<file path="src/rtl/fetch_queue.sv">
// Instruction-fetch front end: PC owner, single-outstanding imem requester, DEPTH-entry queue.
// Optional FETCH_BYPASS_EN forwards a returning word straight to decode when the queue is empty.
module fetch_queue #(
  parameter int DATA_W = 16,
  parameter int ADDR_W = 16,
  parameter int DEPTH = 4,
  parameter int INC = 2,
  parameter logic [ADDR_W-1:0] RESET_PC = '0
) (
  input  logic              clk,
  input  logic              rst,
  output logic              imem_req,
  output logic [ADDR_W-1:0] imem_addr,
  input  logic              imem_rdy,
  input  logic              imem_valid,
  input  logic [DATA_W-1:0] imem_data,
  input  logic              redirect,
  input  logic [ADDR_W-1:0] redirect_pc,
  input  logic              halt,
  output logic              dec_valid,
  output logic [DATA_W-1:0] dec_instr,
  output logic [ADDR_W-1:0] dec_pc,
  output logic [ADDR_W-1:0] dec_pc_inc,
  input  logic              dec_ready,
  output logic              busy,
  output logic              err
);

  localparam int PW = $clog2(DEPTH);
  localparam int CW = PW + 1;

  logic [ADDR_W-1:0] pc_q, pc_d;
  logic [ADDR_W-1:0] req_pc_q, req_pc_d;
  logic              out_q, out_d;
  logic              drop_q, drop_d;
  logic              err_q, err_d;
  logic [PW-1:0]     rd_q, rd_d;
  logic [PW-1:0]     wr_q, wr_d;
  logic [CW-1:0]     cnt_q, cnt_d;

  logic [DATA_W-1:0] instr_q [DEPTH];
  logic [ADDR_W-1:0] epc_q [DEPTH];

  logic full, empty, accept, resp, take, byp, push, pop, bad_pc;

  assign full  = (cnt_q == CW'(DEPTH));
  assign empty = (cnt_q == '0);

  assign imem_req  = !rst && !halt && !redirect && !out_q && !full;
  assign imem_addr = pc_q;
  assign accept    = imem_req && imem_rdy;
  assign resp      = imem_valid && out_q;
  assign take      = resp && !drop_q && !redirect;
  assign bad_pc    = (INC == 2) && redirect_pc[0];

  always_comb begin
    byp = 1'b0;
`ifdef FETCH_BYPASS_EN
    byp = take && empty && dec_ready;
`endif
  end

  assign push = take && !byp;
  assign pop  = !empty && dec_ready && !redirect;

  assign dec_valid  = !empty || byp;
  assign dec_instr  = byp ? imem_data : instr_q[rd_q];
  assign dec_pc     = byp ? req_pc_q : epc_q[rd_q];
  assign dec_pc_inc = dec_pc + ADDR_W'(INC);
  assign busy       = out_q;
  assign err        = err_q;

  always_comb begin
    pc_d     = pc_q;
    req_pc_d = req_pc_q;
    out_d    = out_q;
    drop_d   = drop_q;
    err_d    = err_q;
    rd_d     = rd_q;
    wr_d     = wr_q;
    cnt_d    = cnt_q;
    if ((imem_valid && !out_q) || (redirect && bad_pc)) err_d = 1'b1;
    if (redirect) begin
      pc_d  = redirect_pc;
      rd_d  = '0;
      wr_d  = '0;
      cnt_d = '0;
      // a word landing this very edge is simply discarded; otherwise mark it for dropping
      if (out_q) begin
        out_d  = !imem_valid;
        drop_d = !imem_valid;
      end
    end else begin
      if (accept) begin
        pc_d     = pc_q + ADDR_W'(INC);
        req_pc_d = pc_q;
        out_d    = 1'b1;
      end
      if (resp) begin
        out_d  = 1'b0;
        drop_d = 1'b0;
      end
      if (push) wr_d = wr_q + 1'b1;
      if (pop)  rd_d = rd_q + 1'b1;
      cnt_d = cnt_q + CW'(push) - CW'(pop);
    end
  end

  always_ff @(posedge clk) begin
    if (rst) begin
      pc_q     <= RESET_PC;
      req_pc_q <= '0;
      out_q    <= 1'b0;
      drop_q   <= 1'b0;
      err_q    <= 1'b0;
      rd_q     <= '0;
      wr_q     <= '0;
      cnt_q    <= '0;
    end else begin
      pc_q     <= pc_d;
      req_pc_q <= req_pc_d;
      out_q    <= out_d;
      drop_q   <= drop_d;
      err_q    <= err_d;
      rd_q     <= rd_d;
      wr_q     <= wr_d;
      cnt_q    <= cnt_d;
    end
  end

  always_ff @(posedge clk) begin
    if (!rst && push) begin
      instr_q[wr_q] <= imem_data;
      epc_q[wr_q]   <= req_pc_q;
    end
  end

endmodule
</file>
<file path="config.mk">
export PLATFORM = sky130hd
export DESIGN_NAME = fetch_queue
export DESIGN_NICKNAME = d
export VERILOG_FILES = /design/src/rtl/fetch_queue.sv
export SDC_FILE = /design/constraint.sdc
export NUM_CORES = 1
export LEC_CHECK = 0
export ABC_AREA = 1
export CAP_MARGIN = 20
export CORE_ASPECT_RATIO = 1.4
export CORE_MARGIN = 4
export CORE_UTILIZATION = 55
export CTS_CLUSTER_DIAMETER = 60
export DETAILED_ROUTE_END_ITERATION = 8
export DONT_BUFFER_PORTS = 1
export MAX_ROUTING_LAYER = met4
export PLACE_DENSITY = 0.7
export SYNTH_ARGS = -nofsm -noshare
export SYNTH_HDL_FRONTEND = slang
export SYNTH_SLANG_ARGS = --single-unit
</file>
<file path="constraint.sdc">
create_clock -name clk -period 8.3 [get_ports clk]
set_input_delay 0.83 -clock clk [delete_from_list [all_inputs] [get_ports clk]]
set_output_delay 0.83 -clock clk [all_outputs]
set_load 0.02 [all_outputs]
</file>
==> summary by stage <==
Run status
The flow ran to the end, and the final reports show no timing, DRC or antenna violations.

STA
Setup violations remaining at the end of the flow were counted as 0. The setup TNS is 0 ns. The worst pin sits at a relative slew slack of 29.7%. The number of pins with negative max-slew slack in the final report is 0. The post-route clock skew is 0.0157 ns.

The clock period minus worst slack is 3.99 ns. The highest clock frequency the design can meet is 251 MHz. Setup repair after global routing left no endpoint under its margin. Once routing completed, OpenROAD measured the worst setup slack at 4.31 ns.

The transition at the pin with the smallest max-transition slack is 1.05 ns. After layout, the worst path uses 48.0% of the clock period. The number of hold violations in the final report is 0.

Synthesis
After technology mapping, the gate count stands at 722. The area fraction of the dominant cell type after synthesis is 51.8%. The simple-gate share of the synthesized area is 19.3%. The most used flip-flop cell after synthesis is sky130_fd_sc_hd__edfxtp_1.

The number of distinct library cells after synthesis is 35. The share of flip-flops with an asynchronous set or reset is 0%. In the synthesized netlist, the cells that appear most often are 177 x sky130_fd_sc_hd__nand2_1, 128 x sky130_fd_sc_hd__edfxtp_1, 81 x sky130_fd_sc_hd__nor2_1. The proportion of synthesized area in mux cells is 0%. The leading area contributor after synthesis is sky130_fd_sc_hd__edfxtp_1. The post-synthesis cell area is 7430 µm². Counting every net in the synthesized netlist gives 770.

Of the total synthesized cell area, the portion taken by XOR and XNOR cells is 1.89%. In this run, synthesis inferred 128 flip-flops with an integrated enable. The cell with the most instances after synthesis is sky130_fd_sc_hd__nand2_1. During synthesis, Yosys emitted a total of 0 warnings. The largest family of logic cells by synthesized area is simple AND/OR/NAND/NOR gates. After synthesis, flip-flops and latches occupy 63.6% of the total area. Yosys attributes the largest share of cell area to sky130_fd_sc_hd__edfxtp_1 52%, sky130_fd_sc_hd__dfxtp_1 12%, sky130_fd_sc_hd__nand2_1 8.9%, sky130_fd_sc_hd__nor2_1 4.1%, sky130_fd_sc_hd__o21ai_0 3.2%. The complex-gate fraction of the synthesized area is 7.77%. The per-instance average area after synthesis is 10.3 µm². The adder-cell share of the synthesized area is 1.62%. The flop and latch count out of synthesis is 172.

Worst hold path
Counting instances, the worst hold path has a depth of 2. The path with the worst hold slack has its endpoint at rd_q[1]$_SDFFE_PP0P_. The start point of the worst min-delay path is rd_q[1]$_SDFFE_PP0P_. The worst hold path belongs to the class flop to flop.

Placement
At the end of routability-driven placement, the weighted congestion stood at 0.799. The total placed cells including tap cells is 874. Timing analysis after detailed placement gives a worst setup slack of 4.19 ns. Port buffering added 0 buffers. The half-perimeter wire length after detailed placement is 9870 µm.

Clock tree
The clock transition at the registers of the reported paths is 0.06 ns. At the later pin of the worst-skew pair, clock insertion delay measures 0.42 ns. The clock tree synthesis step divided the H-tree into 4 levels. The cts-stage hold buffer count is 0.

The CTS tree is yes. The clock sink count is 172. The maximum buffer depth of the clock tree is 2. The post-CTS resize count is 0.

The number of CTS-inserted buffers is 17. The root buffer cell is sky130_fd_sc_hd__clkbuf_16. The number of setup buffers added after CTS is 0.

Pwr
Dividing total power by cell area gives a power density of 212 nW/µm². Summed over all cells, the static leakage comes to 3.00 nW. The maximum resistive drop on vdd is 0.164 mV.

Summing internal, switching and leakage power gives 0.00171 W.

Routing
The final layout contains routed wiring with a total length of 15400 µm. The antenna violation net count after detailed routing is 0. The violation count after the first detailed-route iteration is 277. The routed length per placed instance is 16.9 µm. After detailed routing, the number of remaining DRC violations is 0. The routed via count is 4930. After detailed routing, the number of vias per cell comes to 5.43. The first-pass iteration count of the detailed router is 4.

Global route
The total global routing overflow is 0. The wire length of the first global-routing pass is 25000 µm. The global-route usage over all layers is 21.3%.

The initial antenna violation count is 0. Entering global routing, the biggest net connects 67 pins. The number of global-route vias before repair is 4917.

Critical path
The worst flop-to-flop path startpoint is busy$_SDFFE_PP0P_. The cell with the largest stage delay on the worst path is sky130_fd_sc_hd__inv_2. Walking the worst path, the cells encountered are buf_4 -> inv_2 -> o211ai_1 -> nand2_1 -> ha_1 -> nand3_4 -> nor2_1 -> xor2_1. STA classifies the critical path endpoint as an output port. The data required time at the worst endpoint is 7.47 ns. Along the worst path, the maximum fanout reaches 34. The internal reg-to-reg setup slack is 5.89 ns. On the worst path, the slowest cell contributes a delay of 0.54 ns.

The kind of critical path is flop to output port. The endpoint identified for the worst register-to-register timing path is epc_q[3][14]$_DFFE_PP_. STA classifies the critical path startpoint as a flop.

The count of cells along the worst register-to-register path is 4. The arrival time of the worst setup path is 3.16 ns.

Final layout
The number of antenna diodes in the final layout is 0. The final standard cell count with taps included and fillers excluded is 908. The proportion of layout cells with a drive suffix above 1 is 9.09%. The filler cell count in the final layout is 1092. The area growth from synthesis to final layout is 8.64%. The sequential cells in the finished layout cover a total of 4730 µm².

The multi-input combinational cells in the finished layout cover a total of 2300 µm². The number of nets in the finished design is 761.

Job
The tool flagged a number of max-cap violations equal to 0.

Floorplan
The starting density of the core is 55.7%. The horizontal die dimension is 106 µm. The number of ports placed on the die boundary is 107. The number of placement rows is 50. The area inside the core boundary is 13300 µm². The area of the die is 15500 µm². From bottom edge to top edge, the die measures 145 µm.
through the flow:
step,instance area [µm²],utilization [%],hold slack [ns]
final,8070,60.5,0.467
after global routing,8070,60.5,0.447
after CTS,8030,60.2,0.454
after detailed placement,7480,56.1,0.460
after global placement,7480,56.1,0.450
after floorplan,7430,-,0.436
critical path: cells and delay by family (launching register included):
kind	cells	cell delay [ns]
fa+ha+maj	1	0.35
simple gates	3	0.70
flops	1	0.30
compound gates	1	0.18
xor+xnor	1	0.42
buf+inv	2	0.78
registers in the layout, summed over array words and instances, names as in the netlist, named ones only:
register	cells
drop_q	1
rd_q	2
cnt_q	3
epc_q	64
err	1
imem_addr	16
req_pc_q	16
busy	1
wr_q	2
instr_q	64
worst max-delay path by stage:
| stage | startpoint | endpoint | slack, ns |
|---|---|---|---|
| floorplan | rst | epc_q[0][0]$_DFFE_PP_ | 5.10 |
| global placement | flop | dec_pc_inc[9] | 4.27 |
| detailed placement | flop | dec_pc_inc[9] | 4.19 |
| CTS | flop | dec_pc_inc[9] | 3.74 |
| global route | flop | dec_pc_inc[9] | 4.12 |
| finish | flop | dec_pc_inc[9] | 4.31 |
cells in the final DEF (no fill, tap or decap), drive strengths merged:
cell	instances
inv	59
xnor2	5
nand4	4
nor3	2
a31oi	5
nand2	187
a32oi	1
clkinv	8
buf	3
o21ai	49
edfxtp	128
fa	1
a22oi	1
clkbuf	17
dfxtp	44
xor2	11
o211ai	3
ha	8
nand3	47
bufinv	1
o22ai	17
clkinvlp	3
nand3b	2
a21oi	31
nor2	89
cell families after synthesis:
| kind of cell | count (synthesis) |
|---|---|
| flip-flops | 172 |
| adder cells (fa/ha/maj) | 9 |
| XOR/XNOR | 16 |
| AND/OR/NAND/NOR | 331 |
| AO/OA/AOI/OAI | 107 |
| buffers and inverters | 87 |
where the power goes:
part / leakage (nW) / switching [W] / internal [W]
combinational: 1.15 / 0.0000257 / 0.0000120
sequential: 1.59 / 0.0000171 / 0.000926
clock: 0.263 / 0.000319 / 0.000412
layout make-up:
cell class,instances,share of cell area (%)
multi-input combinational,463,28.5
sequential,172,58.6
timing repair buffer,3,0.589
inverter,56,2.73
clock inverter,15,1.52
tap,182,2.82
clock buffer,17,5.27
metal layers:
layer  vias up  wire (µm)  part of all wire (%)  GRT usage, %
li1       2426          -                     -             -
met1      2339       6130                    40          24.2
met2       152       8000                    52          36.2
met3        13        956                   6.2          5.99
met4         0        297                   1.9          7.19
met5         -          0                     0             -
Power figures use the tool's default switching activity.
